## src/rtl/key_mode_ctrl.sv

```systemverilog
// ---------------------------------------------------------------------------
// key_mode_ctrl
//
// Control stage ahead of the colour-bar picture generator. It synchronises and
// debounces the four board keys in the pixel clock domain and turns each press
// into a one-cycle pulse. It also holds the display state the generator reads:
// pattern mode, horizontal scroll offset and pause flag.
//
// Optional build macro: KEY_MODE_AUTO_CYCLE_EN
//   defined   - a frame counter advances the mode every AUTO_FRAMES unpaused
//               frames; any key pulse restarts the count.
//   undefined - mode changes only on key presses.
//
// Ports
//   vga_clk    in   1   pixel clock, the only clock
//   sys_rst    in   1   synchronous active-high reset
//   key_s      in   1   raw key, active-low, async: next mode
//   key_d      in   1   raw key, active-low, async: previous mode
//   key_f      in   1   raw key, active-low, async: toggle pause
//   key_g      in   1   raw key, active-low, async: clear scroll
//   frame_tick in   1   one-cycle pulse per frame
//   mode       out  2   current pattern select
//   scroll_x   out  10  horizontal offset, 0..H_VALID-1
//   paused     out  1   1 = scroll frozen
//   key_pulse  out  4   registered press pulses {g,f,d,s}
// ---------------------------------------------------------------------------
module key_mode_ctrl #(
    parameter int DEB_CNT     = 499_999,
    parameter int H_VALID     = 640,
    parameter int SCROLL_STEP = 2,
    parameter int NUM_MODES   = 4,
    parameter int AUTO_FRAMES = 300
) (
    input  logic       vga_clk,
    input  logic       sys_rst,
    input  logic       key_s,
    input  logic       key_d,
    input  logic       key_f,
    input  logic       key_g,
    input  logic       frame_tick,
    output logic [1:0] mode,
    output logic [9:0] scroll_x,
    output logic       paused,
    output logic [3:0] key_pulse
);

    localparam int CNT_W = $clog2(DEB_CNT + 1);
    localparam logic [CNT_W-1:0] CNT_MAX = CNT_W'(DEB_CNT);

    // Elaboration-time sanity checks on the configuration.
    if (NUM_MODES < 1 || NUM_MODES > 4 || H_VALID > 1024 || H_VALID < 1 ||
        SCROLL_STEP >= H_VALID || AUTO_FRAMES < 1) begin : g_bad_cfg
        $error("key_mode_ctrl: unsupported parameter combination");
    end

    logic [3:0]       w_keys_raw;
    logic [3:0]       r_sync1;
    logic [3:0]       r_sync2;
    logic [3:0]       r_stable;
    logic [CNT_W-1:0] r_cnt [4];
    logic [3:0]       r_key_pulse;
    logic [1:0]       r_mode;
    logic [9:0]       r_scroll;
    logic             r_paused;

    logic             w_up;
    logic             w_dn;
    logic             w_auto;
    logic [1:0]       w_mode_inc;
    logic [1:0]       w_mode_dec;
    logic [10:0]      w_sum;
    logic [9:0]       w_scroll_next;

    assign w_keys_raw = {key_g, key_f, key_d, key_s};

    // Per-key 2-FF synchroniser and debounce. The stable level only follows
    // the synchronised level after it has differed for DEB_CNT+1 consecutive
    // cycles; a press pulse is issued on the same edge the stable level falls.
    always_ff @(posedge vga_clk) begin
        if (sys_rst) begin
            r_sync1     <= 4'hF;
            r_sync2     <= 4'hF;
            r_stable    <= 4'hF;
            r_key_pulse <= 4'h0;
            for (int i = 0; i < 4; i++) begin
                r_cnt[i] <= '0;
            end
        end else begin
            r_sync1 <= w_keys_raw;
            r_sync2 <= r_sync1;
            for (int i = 0; i < 4; i++) begin
                r_key_pulse[i] <= 1'b0;
                if (r_sync2[i] == r_stable[i]) begin
                    r_cnt[i] <= '0;
                end else if (r_cnt[i] == CNT_MAX) begin
                    r_stable[i]    <= r_sync2[i];
                    r_cnt[i]       <= '0;
                    r_key_pulse[i] <= ~r_sync2[i];
                end else begin
                    r_cnt[i] <= r_cnt[i] + CNT_W'(1);
                end
            end
        end
    end

    // Simultaneous next/previous presses cancel each other.
    assign w_up       = r_key_pulse[0] & ~r_key_pulse[1];
    assign w_dn       = r_key_pulse[1] & ~r_key_pulse[0];
    assign w_mode_inc = (r_mode == 2'(NUM_MODES - 1)) ? 2'd0 : r_mode + 2'd1;
    assign w_mode_dec = (r_mode == 2'd0) ? 2'(NUM_MODES - 1) : r_mode - 2'd1;

    // Sum is 11 bits so the wrap compare cannot overflow near H_VALID.
    assign w_sum         = {1'b0, r_scroll} + 11'(SCROLL_STEP);
    assign w_scroll_next = (w_sum >= 11'(H_VALID)) ? 10'(w_sum - 11'(H_VALID))
                                                   : w_sum[9:0];

`ifdef KEY_MODE_AUTO_CYCLE_EN
    localparam int FCNT_W = $clog2(AUTO_FRAMES + 1);
    logic [FCNT_W-1:0] r_frame_cnt;

    // Auto step fires on the tick that completes AUTO_FRAMES unpaused frames,
    // unless a key pulse is present (keys restart the count and take priority).
    assign w_auto = frame_tick & ~r_paused & (r_key_pulse == 4'h0) &
                    (r_frame_cnt == FCNT_W'(AUTO_FRAMES - 1));

    always_ff @(posedge vga_clk) begin
        if (sys_rst) begin
            r_frame_cnt <= '0;
        end else if (r_key_pulse != 4'h0) begin
            r_frame_cnt <= '0;
        end else if (frame_tick && !r_paused) begin
            r_frame_cnt <= w_auto ? '0 : r_frame_cnt + FCNT_W'(1);
        end
    end
`else
    assign w_auto = 1'b0;
`endif

    // Display state. Mode and pause act on the registered pulses, so they
    // update the cycle after key_pulse. Scroll step uses the pre-toggle pause.
    always_ff @(posedge vga_clk) begin
        if (sys_rst) begin
            r_mode   <= 2'd0;
            r_scroll <= 10'd0;
            r_paused <= 1'b0;
        end else begin
            if (w_up) begin
                r_mode <= w_mode_inc;
            end else if (w_dn) begin
                r_mode <= w_mode_dec;
            end else if (w_auto) begin
                r_mode <= w_mode_inc;
            end

            if (r_key_pulse[2]) begin
                r_paused <= ~r_paused;
            end

            if (r_key_pulse[3]) begin
                r_scroll <= 10'd0;
            end else if (frame_tick && !r_paused) begin
                r_scroll <= w_scroll_next;
            end
        end
    end

    assign mode      = r_mode;
    assign scroll_x  = r_scroll;
    assign paused    = r_paused;
    assign key_pulse = r_key_pulse;

endmodule

```

## config.mk

```make
export PLATFORM = sky130hd
export DESIGN_NAME = key_mode_ctrl
export DESIGN_NICKNAME = d
export VERILOG_FILES = /design/src/rtl/key_mode_ctrl.sv
export SDC_FILE = /design/constraint.sdc
export NUM_CORES = 1
export LEC_CHECK = 0
export CORE_MARGIN = 2
export CORE_UTILIZATION = 63
export CTS_BUF_LIST = sky130_fd_sc_hd__clkbuf_8
export DETAILED_ROUTE_END_ITERATION = 7
export PLACE_DENSITY_LB_ADDON = 0.15
export SLEW_MARGIN = 30
export SYNTH_ARGS = -nofsm -noshare
export SYNTH_HDL_FRONTEND = slang
export SYNTH_SLANG_ARGS = --single-unit
```

## constraint.sdc

```tcl
create_clock -name vga_clk -period 2.96 [get_ports vga_clk]
set_input_delay 0.592 -clock vga_clk [delete_from_list [all_inputs] [get_ports vga_clk]]
set_output_delay 0.592 -clock vga_clk [all_outputs]
set_load 0.05 [all_outputs]
```

==> flow_summary_export.csv, run 1 <==
group,metric,value,unit
grt,grt_antenna_before_repair,0,
logic_synthesis,yosysMostFrequentCell,"nor2_1",
die,die_w,95.9,um
drt,drcViolationCount,0,
timing,maxSlewViolCount,0,
timing,finalSetupTns,0,ns
worst_setup_path,cp_max_fo,10,
timing,hold_slack,0.417,ns
clock_network,ctsLongestPathBuffers,2,
worst_setup_path,worst-r2r-setup-slack,0.36,ns
clock_network,tritoncts,"yes",
worst_setup_path,required,3.26,ns
die,die_h,95.9,um
layout,area_delta_synth_final,14.3,%
timing,final.min_clock_period,2.60,ns
die,fp.dieArea,9200,sq um
min_path,hold_start,"r_sync1[0]$_SDFF_PP1_",
grt,grtUsageTotal,22.2,%
layout,nets,631,
logic_synthesis,ys_async_sr_fraction,0,%
drt,vias,3791,
logic_synthesis,ys_types,36,
grt,grt_max_degree,20,
logic_synthesis,ys_seq_elements,104,
flow_run,drv_cap,0,
layout,post-route-util,74.0,%
logic_synthesis,syn_area,5320,sq um
layout,num_antenna_cells,0,
logic_synthesis,synth_warnings,0,
clock_network,htreeDepth,3,
timing,hold_viol_final,0,
timing,rsz0062_at_grt,"no",
grt,grt_overflow,0,
die,num_rows,33,
logic_synthesis,synth_common_cells,"108 x nor2_1, 76 x edfxtp_1, 45 x xor2_1, 37 x nand2_1, 36 x xnor2_1",
worst_setup_path,worst_ep_arrival_time,2.90,ns
die,core,8220,sq um
power_and_ir_drop,power.density,454,nW/um^2
grt,grt_pass1_wl,16000,um
layout,fill_cells,620,
layout,layout.area.seq,2840,sq um
drt,first_pass_iters,5,
placed_design,dpl.hpwl,6770,um
drt,drtAntennaViolNets,0,
power_and_ir_drop,power_leakage,2.25,nW
layout,multi_input_area,2610,sq um
drt,drt_wl_total,9330,um
worst_setup_path,r2r-start,"scroll_x[1]$_SDFFE_PP0P_",
drt,drt_iter0_drc,161,
timing,finalCritPeriodShare,87.9,%
clock_network,clockRootBuffer,"clkbuf_8",
worst_setup_path,crit_chain,"ha_1 -> and3_1 -> nand3_1 -> xor2_1 -> inv_1 -> ha_1 -> and3_1 -> o221ai_1 -> a31oi_1 -> or3_1 -> nand3_1",
timing,slew_headroom,54.9,%
clock_network,insertion_delay,0.37,ns
placed_design,portBuffers,22,
logic_synthesis,synth-edff-count,76,
worst_setup_path,slowest_stage,"dfxtp_1",
logic_synthesis,synth_flop_cell,"edfxtp_1",
drt,routedWlPerCell,12.9,um
placed_design,place.gp.congestion,0.888,
layout,final_layout_size_suffix_gt1_share,5.50,%
clock_network,post_cts_buffers,0,
grt,grt_pass1_vias,3715,
timing,fin_skew,0.0169,ns
clock_network,cts_num_sinks,104,
worst_setup_path,worst_setup_path_start_kind,"register",
min_path,worstHoldPathType,"reg -> reg",
logic_synthesis,yosysTopAreaCell,"edfxtp_1",
logic_synthesis,netlist.area_leader.share,42.9,%
logic_synthesis,synth.avg_cell_area,10.3,sq um
worst_setup_path,worstSetupPathType,"reg -> reg",
worst_setup_path,startpoint,"scroll_x[1]$_SDFFE_PP0P_",
clock_network,clkTransAtPathRegs,0.09,ns
logic_synthesis,synth.area.top_cells,"edfxtp_1 43%, dfxtp_1 11%, nor2_1 7.6%",
timing,tightestPinTransition,0.676,ns
worst_setup_path,max_stage_delay,0.52,ns
logic_synthesis,syn_inst,519,
worst_setup_path,crit_path_end_kind,"register",
power_and_ir_drop,irDropWorstVdd,0.000279,V
logic_synthesis,seq_area_frac_synth,53.4,%
clock_network,cts_buffers,9,
timing,setup_violations,0,
die,io_pins,24,
clock_network,cts_hold_buffers,0,
timing,clock.fmax,384,MHz
clock_network,post_cts_resize_count,0,
status,status,"complete, no violations",
die,initial_utilization,64.8,%
drt,via_per_inst,5.24,
-- final cells by class --
class                   count  share of cell area, %
inverters                  13                  0.802
repair buffers             24                   3.87
multi-input cells         461                   42.9
flip-flops and latches    104                   46.7
clock buffers               9                   2.04
well taps                 105                   2.16
clock inverters             7                   1.46
-- worst paths after layout --
kind                              end  cells past startpoint
max          scroll_x[8]$_SDFFE_PP0P_                     11
max reg2reg  scroll_x[8]$_SDFFE_PP0P_                     11
min             r_sync2[0]$_SDFF_PP1_                      1
min reg2reg     r_sync2[0]$_SDFF_PP1_                      1
-- critical path, delay by kind of cell (launching register included) --
kind,cells,cell delay (ns)
AOI/OAI and AO/OA,2,0.24
xor gates and xnor gates,1,0.21
adders and majority gates,2,0.44
buffers and inverters,1,0.10
DFF,1,0.52
and+or+nand+nor,5,1.01
-- kinds of logic (layout without fill, tap and decap cells) --
group	Yosys count	after routing	synth area share, %
muxes	2	2	0.376
xor gates and xnor gates	81	81	13.3
adders and majority gates	11	11	2.59
DFF	104	104	53.4
and+or+nand+nor	269	269	24.8
buffers and inverters	29	53	2.80
AOI/OAI and AO/OA	21	21	2.54
other	2	77	0.141
-- power breakdown --
group | total, mW | switching (mW) | internal, mW | leakage, nW
Clock | 0.953 | 0.481 | 0.473 | 0.112
Combinational | 0.140 | 0.0827 | 0.0568 | 1.12
Sequential | 1.67 | 0.0577 | 1.61 | 1.01
-- registers in the layout, indices dropped and copies added, names as in the netlist --
register / cells
r_cnt: 76
scroll_x: 9
key_pulse: 4
r_stable: 4
r_sync1: 4
r_sync2: 4
mode: 2
paused: 1
-- per-layer routing --
metal  up-vias  GRT usage, %  wire length (um)
met5         -             0                 0
met4         0          10.0               191
met3        16          2.82               309
met2        85          36.8              4400
met1      1791          29.2              4430
li1       1899             -                 -
-- cell usage in the layout (no fill, tap or decap), types with 8 or more instances in the layout --
master / instances
and3_1: 25
clkbuf_8: 9
clkdlybuf4s50_1: 22
conb_1: 77
dfxtp_1: 28
edfxtp_1: 76
ha_1: 11
inv_1: 15
nand2_1: 37
nand3_1: 34
nand4_1: 15
nor2_1: 108
or2_2: 10
or3_1: 8
xnor2_1: 36
xor2_1: 45
-- per-stage QoR --
step / std cells / instance area, sq um / setup slack, ns / power, mW
2_1_floorplan: 594 / 5600 / 0.275 / 1.80
3_3_place_gp: 707 / 5870 / 0.564 / 1.83
3_5_place_dp: 707 / 5870 / 0.435 / 1.84
4_1_cts: 723 / 6080 / 0.397 / 2.78
5_1_grt: 723 / 6080 / 0.172 / 2.86
6_report: 723 / 6080 / 0.359 / 2.76
Power figures use the tool's default switching activity.
==> run 2: changes to the inputs <==
--- a/config.mk
+++ b/config.mk
@@ -6,7 +6,7 @@
 export NUM_CORES = 1
 export LEC_CHECK = 0
 export CORE_MARGIN = 2
-export CORE_UTILIZATION = 63
+export CORE_UTILIZATION = 38
 export CTS_BUF_LIST = sky130_fd_sc_hd__clkbuf_8
 export DETAILED_ROUTE_END_ITERATION = 7
 export PLACE_DENSITY_LB_ADDON = 0.15
==> run 2 against run 1 <==
Via count down 2.9%. Total power decreased by 7.0%. Routed wire length fell by 3.9%. Final area increased by 1.1%. Global-route usage fell by 8.9 points. First-iteration DRC count rose by 36%. Non-clock buffer count up 4. Largest power group unchanged. Maximum frequency up 0.35%. Sequential share of layout area is 0.50 points lower. Clock skew down 0.0032 ns. Highest routed layer unchanged.
==> flow_summary_export.csv, run 2 (synthesized netlist as in run 1, its figures left out) <==
group,metric,value,unit
timing,setup_violations,0,
power_and_ir_drop,power.density,418,nW/um^2
layout,nets,635,
grt,grt_pass1_vias,3516,
drt,drcViolationCount,0,
clock_network,htreeDepth,3,
worst_setup_path,required,3.28,ns
min_path,hold_start,"r_sync1[3]$_SDFF_PP1_",
power_and_ir_drop,p_sw,0.607,mW
drt,routedWlPerCell,11.2,um
timing,hold_viol_final,0,
worst_setup_path,worst_setup_path_start_kind,"register",
worst_setup_path,worst-r2r-setup-slack,0.37,ns
status,status,"complete, no violations",
power_and_ir_drop,irDropWorstVdd,0.000195,V
die,die_h,122,um
clock_network,insertion_delay,0.38,ns
layout,final_layout_size_suffix_gt1_share,5.47,%
placed_design,dpl.hpwl,6610,um
clock_network,cts_num_sinks,104,
power_and_ir_drop,p_seq_share,64.9,%
power_and_ir_drop,clkPwrFrac,29.7,%
worst_setup_path,worst_ep_arrival_time,2.91,ns
grt,grt_pass1_wl,15900,um
power_and_ir_drop,p_int,1.96,mW
clock_network,cts_buffers,9,
min_path,holdPathStages,1,
flow_run,drv_cap,0,
placed_design,place.gp.congestion,0.815,
drt,drt_wl_total,8970,um
power_and_ir_drop,power_switching_share,23.6,%
clock_network,clkTransAtPathRegs,0.10,ns
drt,vias,3681,
timing,finalSetupTns,0,ns
timing,fin_skew,0.0137,ns
timing,maxSlewViolCount,0,
grt,grt_antenna_before_repair,0,
worst_setup_path,r2r_end,"scroll_x[8]$_SDFFE_PP0P_",
layout,area_delta_synth_final,15.5,%
drt,drt_iter0_drc,219,
power_and_ir_drop,power_leakage,2.24,nW
clock_network,post_cts_buffers,0,
drt,drtAntennaViolNets,0,
drt,via_per_inst,4.59,
power_and_ir_drop,comb_power_share,5.4,%
clock_network,tritoncts,"yes",
min_path,worstHoldPathType,"reg -> reg",
die,io_pins,24,
die,core,13800,sq um
power_and_ir_drop,power,2.57,mW
placed_design,portBuffers,22,
timing,finalCritPeriodShare,87.6,%
grt,grt_overflow,0,
grt,grtUsageTotal,13.3,%
worst_setup_path,crit_path_end_kind,"register",
timing,final.min_clock_period,2.59,ns
timing,clock.fmax,386,MHz
worst_setup_path,r2r-start,"scroll_x[1]$_SDFFE_PP0P_",
worst_setup_path,cp_max_fo,10,
die,fp.dieArea,15000,sq um
timing,tightestPinTransition,0.694,ns
layout,final_common_cell,"nor2_1",
drt,first_pass_iters,4,
worst_setup_path,worstRegToRegCells,11,
layout,largest_register,"r_cnt",
worst_setup_path,worstSetupPathType,"reg -> reg",
clock_network,clockRootBuffer,"clkbuf_8",
layout,largest_register_ff_count,76,
die,die_w,122,um
timing,rsz0062_at_grt,"no",
die,num_rows,43,
die,initial_utilization,38.6,%
clock_network,ctsLongestPathBuffers,2,
layout,num_antenna_cells,0,
clock_network,post_cts_resize_count,0,
min_path,worstHoldEndpoint,"r_sync2[3]$_SDFF_PP1_",
layout,layout_common_cells,"108 x nor2_1, 77 x conb_1, 76 x edfxtp_1",
clock_network,cts_hold_buffers,0,
grt,grt_max_degree,20,
timing,slew_headroom,53.7,%
[run 2: cell count changes in the layout (fill, tap and decap cells not counted)]
| cell | delta |
|---|---|
| clkinv_4 | +1 |
| clkinv_2 | -1 |
| inv_6 | -1 |
| clkinv_1 | +4 |
| bufinv_16 | -2 |
| clkinvlp_4 | -1 |
| buf_4 | +4 |
[run 2: worst max-delay path by stage]
stage / from / end / slack [ns] / cells past startpoint
final: scroll_x[1]$_SDFFE_PP0P_ / scroll_x[8]$_SDFFE_PP0P_ / 0.37 / 11
after global routing: scroll_x[1]$_SDFFE_PP0P_ / scroll_x[8]$_SDFFE_PP0P_ / 0.16 / 11
after CTS: scroll_x[1]$_SDFFE_PP0P_ / scroll_x[8]$_SDFFE_PP0P_ / 0.38 / 11
after detailed placement: scroll_x[1]$_SDFFE_PP0P_ / scroll_x[8]$_SDFFE_PP0P_ / 0.42 / 11
after global placement: scroll_x[1]$_SDFFE_PP0P_ / scroll_x[8]$_SDFFE_PP0P_ / 0.56 / 11
after floorplan: scroll_x[1]$_SDFFE_PP0P_ / scroll_x[8]$_SDFFE_PP0P_ / 0.28 / 12
[run 2: power groups by stage]
stage          clock [mW]  sequential [mW]  combinational [mW]
6_report            0.763             1.67               0.139
5_1_grt             0.852             1.68               0.160
4_1_cts             0.807             1.67               0.138
3_5_place_dp            0             1.70               0.138
3_3_place_gp            0             1.70               0.138
2_1_floorplan           0             1.70               0.101
[run 2: layout make-up]
| class | instances | area [sq um] |
|---|---|---|
| clock buffers | 9 | 124 |
| clock inverters | 7 | 31.3 |
| fillers | 1403 | 7620 |
| inverters | 13 | 48.8 |
| multi-input cells | 461 | 2610 |
| flip-flops and latches | 104 | 2840 |
| well taps | 180 | 225 |
| repair buffers | 28 | 265 |
[run 2: critical path: stages, from the launching register on]
cell	delay, ns
dfxtp_1	0.51
ha_1	0.26
and3_1	0.29
nand3_1	0.12
xor2_1	0.21
inv_1	0.11
ha_1	0.19
and3_1	0.15
o221ai_1	0.07
a31oi_1	0.17
or3_1	0.38
nand3_1	0.09
[run 2: stage by stage]
step,instance area [sq um],instances,utilization (%),hold WS [ns],setup slack (ns)
CTS,6150,802,44.6,0.421,0.378
global route,6150,802,44.6,0.433,0.159
detailed placement,5990,786,43.5,0.397,0.417
floorplan,5600,594,-,0.389,0.275
finish,6150,802,44.6,0.419,0.368
global placement,5990,786,43.5,0.397,0.559
[run 2: metal layers]
layer  vias to the layer above  track usage, %  routed length, um
li1                       1901               -                  -
met1                      1722            17.3               4460
met5                         -               0                  0
met4                         0            6.68                216
met3                        16            2.32                232
met2                        42            21.2               4070
==> run 3: changes to the inputs <==
--- a/config.mk
+++ b/config.mk
@@ -9,6 +9,7 @@
 export CORE_UTILIZATION = 38
 export CTS_BUF_LIST = sky130_fd_sc_hd__clkbuf_8
 export DETAILED_ROUTE_END_ITERATION = 7
+export DONT_BUFFER_PORTS = 1
 export PLACE_DENSITY_LB_ADDON = 0.15
 export SLEW_MARGIN = 30
 export SYNTH_ARGS = -nofsm -noshare
==> run 3 against run 2 <==
Register-to-register slack improved by 0.14 ns. Clock-buffer cell count did not move. Total power rose by 4.8%. Clock skew fell by 0.0061 ns. Routed wire length rose by 2.1%. Sequential power barely moved. Combinational power fell by 8%. Critical path depth fell by 1. Via count fell by 0.92%. Utilization fell by 1.2 points. Worst setup slack improved by 0.14 ns. Critical endpoint is now scroll_x[7]$_SDFFE_PP0P_.
==> flow_summary_export.csv, run 3 (synthesized netlist as in run 1, its figures left out) <==
group,metric,value,unit
grt,grtUsageTotal,13.1,%
timing,final.min_clock_period,2.46,ns
drt,first_pass_iters,4,
worst_setup_path,slowest_stage,"dfxtp_1",
drt,drtAntennaViolNets,0,
drt,via_per_inst,4.66,
timing,setup_violations,0,
timing,tightestPinTransition,0.721,ns
layout,area_delta_synth_final,12.6,%
min_path,worstHoldEndpoint,"paused$_SDFFE_PP0P_",
die,io_pins,24,
drt,drcViolationCount,0,
worst_setup_path,r2r_end,"scroll_x[7]$_SDFFE_PP0P_",
timing,hold_slack,0.273,ns
layout,fill_cells,1369,
worst_setup_path,worst_ep_arrival_time,2.73,ns
die,num_rows,43,
status,status,"complete, no violations",
timing,rsz0062_at_grt,"no",
timing,fin_skew,0.00763,ns
worst_setup_path,cp_max_fo,9,
die,die_w,122,um
layout,largest_register,"r_cnt",
die,fp.dieArea,15000,sq um
timing,finalCritPeriodShare,83.0,%
worst_setup_path,critical_path_buf_inv_count,1,
die,die_h,122,um
timing,slew_headroom,51.8,%
placed_design,dpl.hpwl,6640,um
min_path,worstHoldPathType,"in -> reg",
grt,grt_antenna_before_repair,0,
grt,grt_overflow,0,
power_and_ir_drop,power_leakage,2.19,nW
min_path,holdPathStages,1,
placed_design,portBuffers,0,
layout,num_antenna_cells,0,
worst_setup_path,worstRegToRegCells,10,
clock_network,clkTransAtPathRegs,0.10,ns
clock_network,insertion_delay,0.38,ns
timing,clock.fmax,407,MHz
worst_setup_path,max_stage_delay,0.35,ns
clock_network,post_cts_resize_count,0,
worst_setup_path,worst-r2r-setup-slack,0.50,ns
worst_setup_path,worst_setup_path_start_kind,"register",
layout,nets,616,
timing,hold_viol_final,0,
timing,maxSlewViolCount,0,
power_and_ir_drop,power,2.69,mW
die,initial_utilization,38.6,%
worst_setup_path,path_depth,10,
drt,routedWlPerCell,11.7,um
worst_setup_path,crit_chain,"buf_4 -> and4_1 -> nand4_1 -> xor2_1 -> ha_1 -> and3_1 -> o221ai_1 -> a31oi_1 -> xnor2_1 -> o21ai_0",
clock_network,tritoncts,"yes",
min_path,hold_start,"sys_rst",
grt,grt_pass1_wl,15500,um
clock_network,cts_buffers,9,
drt,vias,3647,
layout,layout_common_cells,"108 x nor2_1, 77 x conb_1, 76 x edfxtp_1",
worst_setup_path,crit_path_end_kind,"register",
worst_setup_path,r2r-start,"scroll_x[1]$_SDFFE_PP0P_",
drt,drt_wl_total,9160,um
worst_setup_path,crit_family,"simple AND/OR/NAND/NOR gates",
layout,final_layout_size_suffix_gt1_share,6.97,%
clock_network,cts_num_sinks,104,
layout,largest_register_ff_count,76,
worst_setup_path,worstSetupPathType,"reg -> reg",
worst_setup_path,required,3.24,ns
clock_network,cts_hold_buffers,0,
clock_network,ctsLongestPathBuffers,2,
placed_design,place.gp.congestion,0.774,
power_and_ir_drop,irDropWorstVdd,0.000181,V
grt,grt_pass1_vias,3478,
power_and_ir_drop,power.density,450,nW/um^2
die,core,13800,sq um
flow_run,drv_cap,0,
drt,drt_iter0_drc,213,
layout,final_common_cell,"nor2_1",
clock_network,htreeDepth,3,
clock_network,clockRootBuffer,"clkbuf_8",
timing,finalSetupTns,0,ns
clock_network,post_cts_buffers,0,
grt,grt_max_degree,26,
## run 3: area by class of cell
cell class                      instances  area (sq um)  area share [%]
Clock buffer                            9           124            2.07
Inverter                               13          48.8           0.815
Tap cell                              180           225            3.76
Sequential cell                       104          2840            47.5
Timing Repair Buffer                    9          67.6            1.13
Multi-Input combinational cell        461          2610            43.6
Clock inverter                          7          70.1            1.17
## run 3: how the worst max path moves through the flow
stage	slack, ns	startpoint	endpoint
after floorplan	0.28	scroll_x[1]$_SDFFE_PP0P_	scroll_x[8]$_SDFFE_PP0P_
after global placement	0.53	scroll_x[2]$_SDFFE_PP0P_	scroll_x[7]$_SDFFE_PP0P_
after detailed placement	0.55	scroll_x[1]$_SDFFE_PP0P_	scroll_x[7]$_SDFFE_PP0P_
after CTS	0.52	scroll_x[1]$_SDFFE_PP0P_	scroll_x[7]$_SDFFE_PP0P_
after global routing	0.35	scroll_x[1]$_SDFFE_PP0P_	scroll_x[7]$_SDFFE_PP0P_
final	0.50	scroll_x[1]$_SDFFE_PP0P_	scroll_x[7]$_SDFFE_PP0P_
## run 3: worst register-to-register path, delay by kind of cell (launching register included)
kind            cells  cell delay (ns)
xor+xnor            2             0.43
flops               1             0.35
simple gates        3             0.58
compound gates      3             0.53
buf+inv             1             0.25
fa+ha+maj           1             0.21
## run 3: report_power, final
group          internal, mW  leakage, nW  total (mW)  switching, mW
logic                0.0481         1.08       0.128         0.0795
clock network         0.392       0.0976       0.900          0.508
registers              1.61         1.01        1.66         0.0518
## run 3: layer usage
metal / vias up / part of all wire [%] / global-route usage [%]
met2: 46 / 46 / 20.7
li1: 1863 / - / -
met1: 1725 / 48 / 17.1
met5: - / 0 / 0
met3: 13 / 3.5 / 2.93
met4: 0 / 2.0 / 6.03
## run 3: through the flow
stage	std cells	utilization, %	area [sq um]	setup slack [ns]
2_1_floorplan	594	-	5600	0.275
3_3_place_gp	767	42.1	5800	0.533
3_5_place_dp	767	42.1	5800	0.552
4_1_cts	783	43.5	5990	0.518
5_1_grt	783	43.5	5990	0.347
6_report	783	43.5	5990	0.504
